`src/rtl/meta_read_arb_pkg.sv`:
```
// Shared types and default sizing for the metadata read arbiter.
// FSM state encoding lives here so the top and any bench agree on it.
package meta_arb_pkg;

   localparam int NUM_REQ_DEF = 4;
   localparam int ADDR_W_DEF  = 8;
   localparam int DATA_W_DEF  = 32;
   localparam int TIMEOUT_DEF = 16;

   typedef enum logic [1:0] {
      IDLE  = 2'd0,
      ISSUE = 2'd1,
      WAIT  = 2'd2
   } state_t;

endpackage

```
`src/rtl/meta_read_arb_if.sv`:
```
// Request/response and metadata-decoder signals of the read arbiter.
// slave = arbiter side; master = requesters plus decoder (the environment).
interface meta_read_arb_if
   import meta_arb_pkg::*;
#(
   parameter int NUM_REQ = NUM_REQ_DEF,
   parameter int ADDR_W  = ADDR_W_DEF,
   parameter int DATA_W  = DATA_W_DEF
);

   logic [NUM_REQ-1:0]        req_valid;
   logic [NUM_REQ*ADDR_W-1:0] req_addr;
   logic [NUM_REQ-1:0]        req_ready;
   logic [NUM_REQ-1:0]        rsp_valid;
   logic [DATA_W-1:0]         rsp_data;
   logic                      rsp_err;
   logic                      meta_ren;
   logic [ADDR_W-1:0]         meta_raddr;
   logic [DATA_W-1:0]         meta_rdata;
   logic                      meta_rvalid;

   modport slave (
      input  req_valid, req_addr, meta_rdata, meta_rvalid,
      output req_ready, rsp_valid, rsp_data, rsp_err, meta_ren, meta_raddr
   );

   modport master (
      output req_valid, req_addr, meta_rdata, meta_rvalid,
      input  req_ready, rsp_valid, rsp_data, rsp_err, meta_ren, meta_raddr
   );

endinterface

```
`src/rtl/meta_read_arb_rr_arbiter.sv`:
```
// Combinational round-robin pick: first set request at or after ptr, wrapping.
// Zero latency; no requests gives an all-zero grant and index 0.
module rr_arbiter #(
   parameter int N     = 4,
   parameter int IDX_W = 2
) (
   input  logic [N-1:0]     req,
   input  logic [IDX_W-1:0] ptr,
   output logic [N-1:0]     gnt,
   output logic [IDX_W-1:0] idx
);

   // Scan farthest-to-nearest so the closest hit to ptr is the last write.
   always_comb begin
      int               cand;
      logic [IDX_W-1:0] ci;
      gnt  = '0;
      idx  = '0;
      cand = 0;
      ci   = '0;
      for (int k = N - 1; k >= 0; k--) begin
         cand = int'(ptr) + k;
         if (cand >= N) cand = cand - N;
         ci = IDX_W'(cand);
         if (req[ci]) begin
            gnt     = '0;
            gnt[ci] = 1'b1;
            idx     = ci;
         end
      end
   end

endmodule

```
`src/rtl/meta_read_arb.sv`:
```
// Round-robin arbiter giving NUM_REQ requesters one outstanding metadata read; accept->ren 1 cycle, rsp 1 cycle after rvalid.
// req_ready only in IDLE; a silent decoder is abandoned after TIMEOUT wait cycles with an error response.
module meta_read_arb
   import meta_arb_pkg::*;
#(
   parameter int NUM_REQ = NUM_REQ_DEF,
   parameter int ADDR_W  = ADDR_W_DEF,
   parameter int DATA_W  = DATA_W_DEF,
   parameter int TIMEOUT = TIMEOUT_DEF
) (
   input  logic              clk,
   input  logic              rst,
   meta_read_arb_if.slave    bus,
   output logic [31:0]       grant_cnt,
   output logic [15:0]       timeout_cnt
);

   localparam int IDX_W = (NUM_REQ > 1) ? $clog2(NUM_REQ) : 1;
   localparam int WC_W  = $clog2(TIMEOUT) + 1;

   typedef struct packed {
      logic [ADDR_W-1:0] addr;
      logic [IDX_W-1:0]  owner;
   } lat_t;

   state_t             state, state_nxt;
   lat_t               lat;
   logic [IDX_W-1:0]   ptr, gnt_idx;
   logic [NUM_REQ-1:0] gnt;
   logic [WC_W-1:0]    wait_cnt;
   logic               accept, rd_done, rd_tmo;

   rr_arbiter #(.N(NUM_REQ), .IDX_W(IDX_W)) u_rr (
      .req (bus.req_valid),
      .ptr (ptr),
      .gnt (gnt),
      .idx (gnt_idx)
   );

   assign accept  = (state == IDLE) && (|gnt);
   assign rd_done = (state == WAIT) && bus.meta_rvalid;
   // Data arriving on the last allowed cycle beats the timeout.
   assign rd_tmo  = (state == WAIT) && !bus.meta_rvalid && (wait_cnt == WC_W'(TIMEOUT - 1));

   always_ff @(posedge clk or posedge rst) begin
      if (rst) state <= IDLE;
      else     state <= state_nxt;
   end

   always_comb begin
      state_nxt = state;
      unique case (state)
         IDLE:    if (accept) state_nxt = ISSUE;
         ISSUE:   state_nxt = WAIT;
         WAIT:    if (rd_done || rd_tmo) state_nxt = IDLE;
         default: state_nxt = IDLE;
      endcase
   end

   always_comb begin
      bus.req_ready  = (state == IDLE) ? gnt : '0;
      bus.meta_ren   = (state == ISSUE);
      bus.meta_raddr = lat.addr;
   end

   always_ff @(posedge clk or posedge rst) begin
      if (rst) begin
         lat          <= '0;
         ptr          <= '0;
         wait_cnt     <= '0;
         grant_cnt    <= '0;
         timeout_cnt  <= '0;
         bus.rsp_valid <= '0;
         bus.rsp_data  <= '0;
         bus.rsp_err   <= 1'b0;
      end else begin
         bus.rsp_valid <= '0;
         bus.rsp_err   <= 1'b0;
         unique case (state)
            IDLE: begin
               if (accept) begin
                  lat.addr  <= bus.req_addr[gnt_idx*ADDR_W +: ADDR_W];
                  lat.owner <= gnt_idx;
                  ptr       <= (gnt_idx == IDX_W'(NUM_REQ - 1)) ? '0 : gnt_idx + IDX_W'(1);
                  grant_cnt <= grant_cnt + 32'd1;
               end
            end
            ISSUE: wait_cnt <= '0;
            WAIT: begin
               if (rd_done) begin
                  bus.rsp_data             <= bus.meta_rdata;
                  bus.rsp_valid[lat.owner] <= 1'b1;
               end else if (rd_tmo) begin
                  bus.rsp_data             <= '0;
                  bus.rsp_err              <= 1'b1;
                  bus.rsp_valid[lat.owner] <= 1'b1;
                  if (timeout_cnt != 16'hFFFF) timeout_cnt <= timeout_cnt + 16'd1;
               end else begin
                  wait_cnt <= wait_cnt + WC_W'(1);
               end
            end
            default: ;
         endcase
      end
   end

endmodule

```
`src/flat_wrapper.sv`:
```
// flat-port wrapper written by rule: the top's interface ports become plain ports
module meta_read_arb_flat import meta_arb_pkg::*;
#(
   parameter int NUM_REQ = NUM_REQ_DEF,
   parameter int ADDR_W  = ADDR_W_DEF,
   parameter int DATA_W  = DATA_W_DEF,
   parameter int TIMEOUT = TIMEOUT_DEF
)
  (clk, rst, grant_cnt, timeout_cnt, bus_req_valid, bus_req_addr, bus_meta_rdata, bus_meta_rvalid, bus_req_ready, bus_rsp_valid, bus_rsp_data, bus_rsp_err, bus_meta_ren, bus_meta_raddr);
  meta_read_arb_if #(.NUM_REQ(NUM_REQ), .ADDR_W(ADDR_W), .DATA_W(DATA_W)) bus_i ();
  input  logic clk;
  input  logic rst;
  output logic [31:0] grant_cnt;
  output logic [15:0] timeout_cnt;
  input wire logic [$bits(bus_i.req_valid)-1:0] bus_req_valid;
  input wire logic [$bits(bus_i.req_addr)-1:0] bus_req_addr;
  input wire logic [$bits(bus_i.meta_rdata)-1:0] bus_meta_rdata;
  input wire logic [$bits(bus_i.meta_rvalid)-1:0] bus_meta_rvalid;
  output wire logic [$bits(bus_i.req_ready)-1:0] bus_req_ready;
  output wire logic [$bits(bus_i.rsp_valid)-1:0] bus_rsp_valid;
  output wire logic [$bits(bus_i.rsp_data)-1:0] bus_rsp_data;
  output wire logic [$bits(bus_i.rsp_err)-1:0] bus_rsp_err;
  output wire logic [$bits(bus_i.meta_ren)-1:0] bus_meta_ren;
  output wire logic [$bits(bus_i.meta_raddr)-1:0] bus_meta_raddr;
  assign bus_i.req_valid = bus_req_valid;
  assign bus_i.req_addr = bus_req_addr;
  assign bus_i.meta_rdata = bus_meta_rdata;
  assign bus_i.meta_rvalid = bus_meta_rvalid;
  assign bus_req_ready = bus_i.req_ready;
  assign bus_rsp_valid = bus_i.rsp_valid;
  assign bus_rsp_data = bus_i.rsp_data;
  assign bus_rsp_err = bus_i.rsp_err;
  assign bus_meta_ren = bus_i.meta_ren;
  assign bus_meta_raddr = bus_i.meta_raddr;
  meta_read_arb #(.NUM_REQ(NUM_REQ), .ADDR_W(ADDR_W), .DATA_W(DATA_W), .TIMEOUT(TIMEOUT)) u_core (.clk(clk), .rst(rst), .bus(bus_i), .grant_cnt(grant_cnt), .timeout_cnt(timeout_cnt));
endmodule
```
`config.mk`:
```
export PLATFORM = sky130hd
export DESIGN_NAME = meta_read_arb_flat
export DESIGN_NICKNAME = d
export VERILOG_FILES = /design/src/rtl/meta_read_arb_pkg.sv /design/src/rtl/meta_read_arb_if.sv /design/src/rtl/meta_read_arb_rr_arbiter.sv /design/src/rtl/meta_read_arb.sv /design/src/flat_wrapper.sv
export SDC_FILE = /design/constraint.sdc
export NUM_CORES = 1
export LEC_CHECK = 0
export ABC_AREA = 0
export BUFFER_PORTS_ARGS = -buffer_cell sky130_fd_sc_hd__buf_2
export CAP_MARGIN = 10
export CELL_PAD_IN_SITES_DETAIL_PLACEMENT = 0
export CELL_PAD_IN_SITES_GLOBAL_PLACEMENT = 1
export CORE_MARGIN = 2
export CORE_UTILIZATION = 39
export CTS_CLUSTER_SIZE = 24
export DETAILED_ROUTE_END_ITERATION = 16
export PLACE_DENSITY = 0.87
export SLEW_MARGIN = 40
export SYNTH_ARGS = -nofsm -noshare
export SYNTH_HDL_FRONTEND = slang
export SYNTH_HIERARCHICAL = 1
export SYNTH_SLANG_ARGS = --single-unit
```
`constraint.sdc`:
```
create_clock -name clk -period 3.89 [get_ports clk]
set_input_delay 0.5835 -clock clk [delete_from_list [all_inputs] [get_ports clk]]
set_output_delay 0.5835 -clock clk [all_outputs]
set_load 0.005 [all_outputs]
```
==> results of run 1 <==
[through the flow]
stage          power [uW]  cell area, um2  hold WS, ns
2_1_floorplan        2840            5430        0.453
3_3_place_gp         3300            6410        0.458
3_5_place_dp         3370            6420        0.462
4_1_cts              4320            6720        0.322
5_1_grt              4590            6720        0.352
6_report             4260            6720        0.295
[routing by layer]
layer | vias up | GRT usage (%)
li1 | 2127 | -
met1 | 2163 | 23.3
met2 | 149 | 27.6
met3 | 22 | 3.18
met4 | 0 | 8.05
met5 | - | 0
[area by class of cell]
type / instances / share of cell area (%)
clock buffer: 12 / 3.96
clock inverter: 2 / 0.577
inverter: 17 / 0.986
multi-input combinational: 365 / 38.7
sequential: 104 / 38.7
tap: 180 / 3.35
timing repair buffer: 179 / 13.7
[cells in the mapped netlist, drive strengths merged, types with 4 or more instances]
master	count	area share, %
xor2	9	1.5
nand3	23	2.2
buf	18	2.3
clkbuf	9	0.81
and2	7	0.83
ha	17	3.9
nor4	7	1.4
xnor2	33	5.3
inv	17	1.2
nand2	87	6.0
and3	7	0.83
and4	4	0.69
nand4	21	2.7
nor2	17	1.4
o21ai	39	3.6
mux2	19	3.9
dfrtp	104	48
mux2i	4	0.74
a22oi	4	0.55
nor3	9	1.1
a21oi	7	0.65
mux4	10	4.2
[flip-flops by register name, indices dropped and copies added, names as in the netlist]
| register | count |
|---|---|
| u_core/grant_cnt | 32 |
| u_core/timeout_cnt | 16 |
| u_core/wait_cnt | 5 |
| u_core/lat | 2 |
| u_core/bus.rsp_err | 1 |
| u_core/bus.meta_raddr | 8 |
| u_core/state | 2 |
| u_core/bus.rsp_valid | 4 |
| u_core/ptr | 2 |
| u_core/bus.rsp_data | 32 |
[final timing paths]
kind	from	endpoint	slack, ns	cells after the start
setup reg to reg	u_core/ptr[1]$_DFFE_PP0P_	u_core/grant_cnt[14]$_DFFE_PP0P_	0.37	11
setup / recovery	u_core/ptr[1]$_DFFE_PP0P_	u_core/grant_cnt[14]$_DFFE_PP0P_	0.37	11
min in group clk	bus_meta_rdata[30]	u_core/bus.rsp_data[30]$_DFFE_PP0P_	0.44	3
hold / removal	rst	u_core/bus.rsp_data[31]$_DFFE_PP0P_	0.29	2
hold reg to reg	u_core/grant_cnt[31]$_DFFE_PP0P_	u_core/grant_cnt[31]$_DFFE_PP0P_	0.47	1
max in group asynchronous	rst	u_core/wait_cnt[4]$_DFFE_PP0P_	2.73	3
[cell families (layout without fill, tap and decap cells)]
logic type | Yosys count | in the layout
simple gates | 199 | 199
flops | 104 | 104
compound gates | 74 | 74
buf+inv | 44 | 210
xor+xnor | 42 | 42
mux | 33 | 33
fa+ha+maj | 17 | 17
[cells in the final DEF, fill, tap and decap left out, drive strengths merged, types with 9 or more instances in the layout]
master | synthesis | routed
buf | 18 | 179
clkbuf | 9 | 12
dfrtp | 104 | 104
ha | 17 | 17
inv | 17 | 17
mux2 | 19 | 19
mux4 | 10 | 10
nand2 | 87 | 87
nand3 | 23 | 23
nand4 | 21 | 21
nor2 | 17 | 17
nor3 | 9 | 9
o21ai | 39 | 39
xnor2 | 33 | 33
xor2 | 9 | 9
[power groups by stage]
stage / logic, uW / clock network, uW / registers, uW
after floorplan: 1290 / 0 / 1550
after detailed placement: 1820 / 0 / 1550
after global placement: 1760 / 0 / 1540
after CTS: 1820 / 963 / 1530
after global routing: 2020 / 1010 / 1560
final: 1810 / 925 / 1530
==> results_dict.tcl, run 1 <==
set metrics [dict create \
    run_status "completed" \
    vias_per_cell 5.19 \
    numClockSinks 104 \
    synth.cell_area_um2 5430 \
    synth_edf_count 0 \
    worstSetupEndpointType "flop" \
    synth_top_family_by_area "simple AND/OR/NAND/NOR gates" \
    drt-total-wl_mm 12.7 \
    initial_core_util_pct 39.6 \
    htree_levels 3 \
    grt_pass1_vias 4271 \
    swShare_pct 35.0 \
    fin_util_pct 49.0 \
    cts-root-buf "clkbuf_16" \
    p_int_uw 2770 \
    wl_met1_mm 5.58 \
    dieArea_um2 14900 \
    numPortBuffers 168 \
    post_cts_buffers 0 \
    power_density_nw_per_um2 634 \
    leakage_uw 0.00329 \
    startpoint_type "flop" \
    power.switching_uw 1490 \
    grt_max_degree 65 \
    cp_slowest_stage_delay_ns 0.53 \
    combPwrFrac_pct 42.4 \
    path_clk_slew_ns 0.07 \
    finalSetupViolations 0 \
    die_x_um 122 \
    hold_path.class "in2async" \
    vias 4461 \
    num_io_pins 169 \
    drcViolationCount 0 \
    critPathKind "reg2reg" \
    crit_slowest_cell "or4_1" \
    synth.area.mux_share_pct 8.90 \
    place_ws_ns 0.388 \
    avgRoutedWirePerCell_um 14.8 \
    ys_types 62 \
    syn_to_final_growth_pct 23.9 \
    wl_met2_mm 6.18 \
    layout_setup_ws_ns 0.370 \
    synth_compound_area_share_pct 8.60 \
    syn-num-nets 601 \
    avgSynthCellArea_um2 10.6 \
    synthArstFlopShare_pct 100 \
    drt_iter0_drc 322 \
    rsz0062_at_grt "false" \
    core-area_um2 13700 \
    synth_simple_gate_area_share_pct 19.6 \
    maxCapViolations 0 \
    crit_required_ns 4.12 \
    cp_max_fo 10 \
    drv_slew 0 \
    fillers 1293 \
    cp_top_family "simple AND/OR/NAND/NOR gates" \
    hold_buffers 0 \
    multi_input_area_um2 2600 \
    clock_latency_ns 0.35 \
    hold_viol_final 0 \
    hpwl_mm 9.45 \
    globalRouteOverflowTotal 0 \
    diodes 0 \
    clock_skew_ns 0.00621 \
    dpl.cell_count 845 \
    ys_ff_latch 104 \
    cts_max_path_buffers 2 \
    max_freq_mhz 284 \
    die-height_um 122 \
    path_buf_inv 2 \
    tns_ns 0 \
    cts-resized-gates 0 \
    dr.pass1.iters 4 \
    clockPowerShare_pct 21.7 \
    rows 43 \
    antenna_found_initial 0 \
    critPathArrivalTime_ns 3.75 \
    fin_crit_ns 3.52 \
    nets 764 \
    cts_made_buffers 9 \
    synth_adder_area_share_pct 3.92 \
    grt_pass1_wl_mm 20.7 \
    synth-xor-area-share_pct 6.78 \
    drive_gt1_share_pct 35.9 \
    gp_congestion 0.813 \
    pwr-share-seq_pct 35.9 \
    synth_cells 513 \
    crit_chain "inv_1 > ha_1 > mux4_2 > or4_1 > a21o_1 > o211ai_1 > o41ai_4 > buf_4 > nor2_2 > nand4_1 > xnor2_1" \
    route.met3.wl_um 671 \
    antenna_left 0 \
    tightest_slew_ns 0.657 \
    ir_drop_mv 0.375 \
    yosys_warnings 6 \
    relSlewSlack_pct 56.0 \
    cts_tree "done" \
    dr.max_layer_used "met4" \
    seqCellArea_um2 2600 \
    ys.flop_type "dfrtp_1" \
    layout.cells.non_filler 859 \
    ys_seq_area_share_pct 47.9 \
    period_share_pct 90.5 \
    gr-usage-all-layers_pct 17.5 \
]
(Power assumes the default switching activity.)
==> run 2: changes to the inputs <==
- ABC_CLOCK_PERIOD_IN_PS: unset -> 4100
- CORE_UTILIZATION: 39 -> 42
- MAX_ROUTING_LAYER: unset -> met4
- PLACE_DENSITY: 0.87 -> 0.92
- clock period: 3.89 -> 4.1 ns (I/O delays scaled with it)
==> run 2 against run 1 <==
  * Non-clock buffer count shrank 2
  * Cell area is 0.65% lower
  * Worst setup slack gained 0.14 ns
  * Fmax fell by 1.8%
  * Final cell count fell by 0.93%
  * Routed wire length shrank 1.8%
  * Sequential share of layout area grew 0.25 points
  * Die area shrank 6.9%
  * Largest cell class unchanged
==> results_dict.tcl, run 2 (same netlist as run 1, synthesis figures left out) <==
set metrics [dict create \
    finalPower_uw 3930 \
    power_density_nw_per_um2 589 \
    worstSetupEndpointType "flop" \
    layout_setup_ws_ns 0.514 \
    clock_skew_ns 0.00848 \
    r2r-start "u_core/ptr[1]$_DFFE_PP0P_" \
    seqCellArea_um2 2600 \
    startpoint_type "flop" \
    globalRouteOverflowTotal 0 \
    cts_max_path_buffers 2 \
    cts_tree "done" \
    numPortBuffers 168 \
    final_cell_mix "168 x buf_2, 104 x dfrtp_1, 87 x nand2_1" \
    nets 762 \
    die-height_um 118 \
    critPathArrivalTime_ns 3.81 \
    drt-total-wl_mm 12.5 \
    ir_drop_mv 0.315 \
    grt_pass1_wl_mm 20.7 \
    top_regs "u_core/bus.rsp_data x32, u_core/grant_cnt x32, u_core/timeout_cnt x16" \
    die_x_um 118 \
    vias_per_cell 5.18 \
    drcViolationCount 0 \
    relSlewSlack_pct 47.6 \
    final_common_cell "buf_2" \
    run_status "completed" \
    vias 4404 \
    place_ws_ns 0.563 \
    drive_gt1_share_pct 35.5 \
    gr-usage-all-layers_pct 18.7 \
    fillers 1156 \
    fin_crit_ns 3.59 \
    dieArea_um2 13800 \
    hold_viol_final 0 \
    hold_path.class "in2async" \
    drv_slew 0 \
    hold_buffers 0 \
    leakage_uw 0.00326 \
    dr.pass1.iters 5 \
    drt_iter0_drc 246 \
    syn_to_final_growth_pct 23.1 \
    tightest_slew_ns 0.783 \
    crit_required_ns 4.33 \
    initial_core_util_pct 43.0 \
    antenna_left 0 \
    cp_max_fo 14 \
    cts_made_buffers 9 \
    post_cts_buffers 0 \
    diodes 0 \
    rows 41 \
    avgRoutedWirePerCell_um 14.7 \
    cts-resized-gates 0 \
    cts-root-buf "clkbuf_16" \
    gp_congestion 0.828 \
    num_io_pins 169 \
    clock_latency_ns 0.35 \
    maxCapViolations 0 \
    hpwl_mm 9.45 \
    period_share_pct 87.5 \
    grt_pass1_vias 4163 \
    finalSetupViolations 0 \
    tns_ns 0 \
    fin_util_pct 52.9 \
    path_clk_slew_ns 0.07 \
    multi_input_area_um2 2600 \
    rsz0062_at_grt "false" \
    max_freq_mhz 279 \
    numClockSinks 104 \
    crit_start "u_core/ptr[1]$_DFFE_PP0P_" \
    grt_max_degree 49 \
    htree_levels 3 \
    antenna_found_initial 0 \
    worst-r2r-setup-slack_ns 0.51 \
    core-area_um2 12600 \
    critPathKind "reg2reg" \
]
run 2: cell count changes in the layout (fill, tap and decap cells not counted), moves of 2 or more:
cell / delta
clkinv_2: +2
buf_4: -3
clkbuf_8: -2
clkbuf_1: +3
run 2: area by class of cell:
| type | instances | share of cell area (%) |
|---|---|---|
| flip-flops and latches | 104 | 39.0 |
| clock inverters | 3 | 0.262 |
| repair buffers | 177 | 13.9 |
| inverters | 17 | 0.993 |
| well taps | 172 | 3.22 |
| multi-input cells | 365 | 38.9 |
| clock buffers | 13 | 3.75 |
run 2: stage by stage:
step	instances	hold WS, ns	instance area (um2)
2_1_floorplan	513	0.453	5430
3_3_place_gp	834	0.459	6380
3_5_place_dp	835	0.464	6410
4_1_cts	851	0.361	6680
5_1_grt	851	0.387	6680
6_report	851	0.339	6680
run 2: critical path: stages (launching register included):
cell and delay (ns):
dfrtp_1 0.34, inv_1 0.13, ha_1 0.47, mux4_2 0.43, and3_2 0.24, a41oi_1 0.16
o211ai_1 0.19, o41ai_4 0.79, buf_4 0.35, mux2_2 0.37
run 2: final timing paths:
path                                                        endpoint  cells after the start
max in group asynchronous         u_core/timeout_cnt[13]$_DFFE_PP0P_                      3
worst min register to register      u_core/grant_cnt[31]$_DFFE_PP0P_                      1
worst min-delay path             u_core/bus.rsp_data[16]$_DFFE_PP0P_                      2
min in group clk                    u_core/grant_cnt[31]$_DFFE_PP0P_                      1
worst max register to register  u_core/bus.meta_raddr[4]$_DFFE_PP0P_                      9
worst max-delay path            u_core/bus.meta_raddr[4]$_DFFE_PP0P_                      9
run 2: routing by layer:
metal	global-route usage, %	vias up	share of wire [%]
li1	-	2121	-
met1	24.0	2126	44
met2	29.8	138	49
met3	3.34	19	4.8
met4	7.15	0	2.0
met5	-	-	0
run 2: where the power goes:
group	leakage [uW]	internal [uW]	switching [uW]
registers	0.00136	1290	169
clock network	0.000130	427	360
logic	0.00178	807	884
total	0.00326	2520	1410
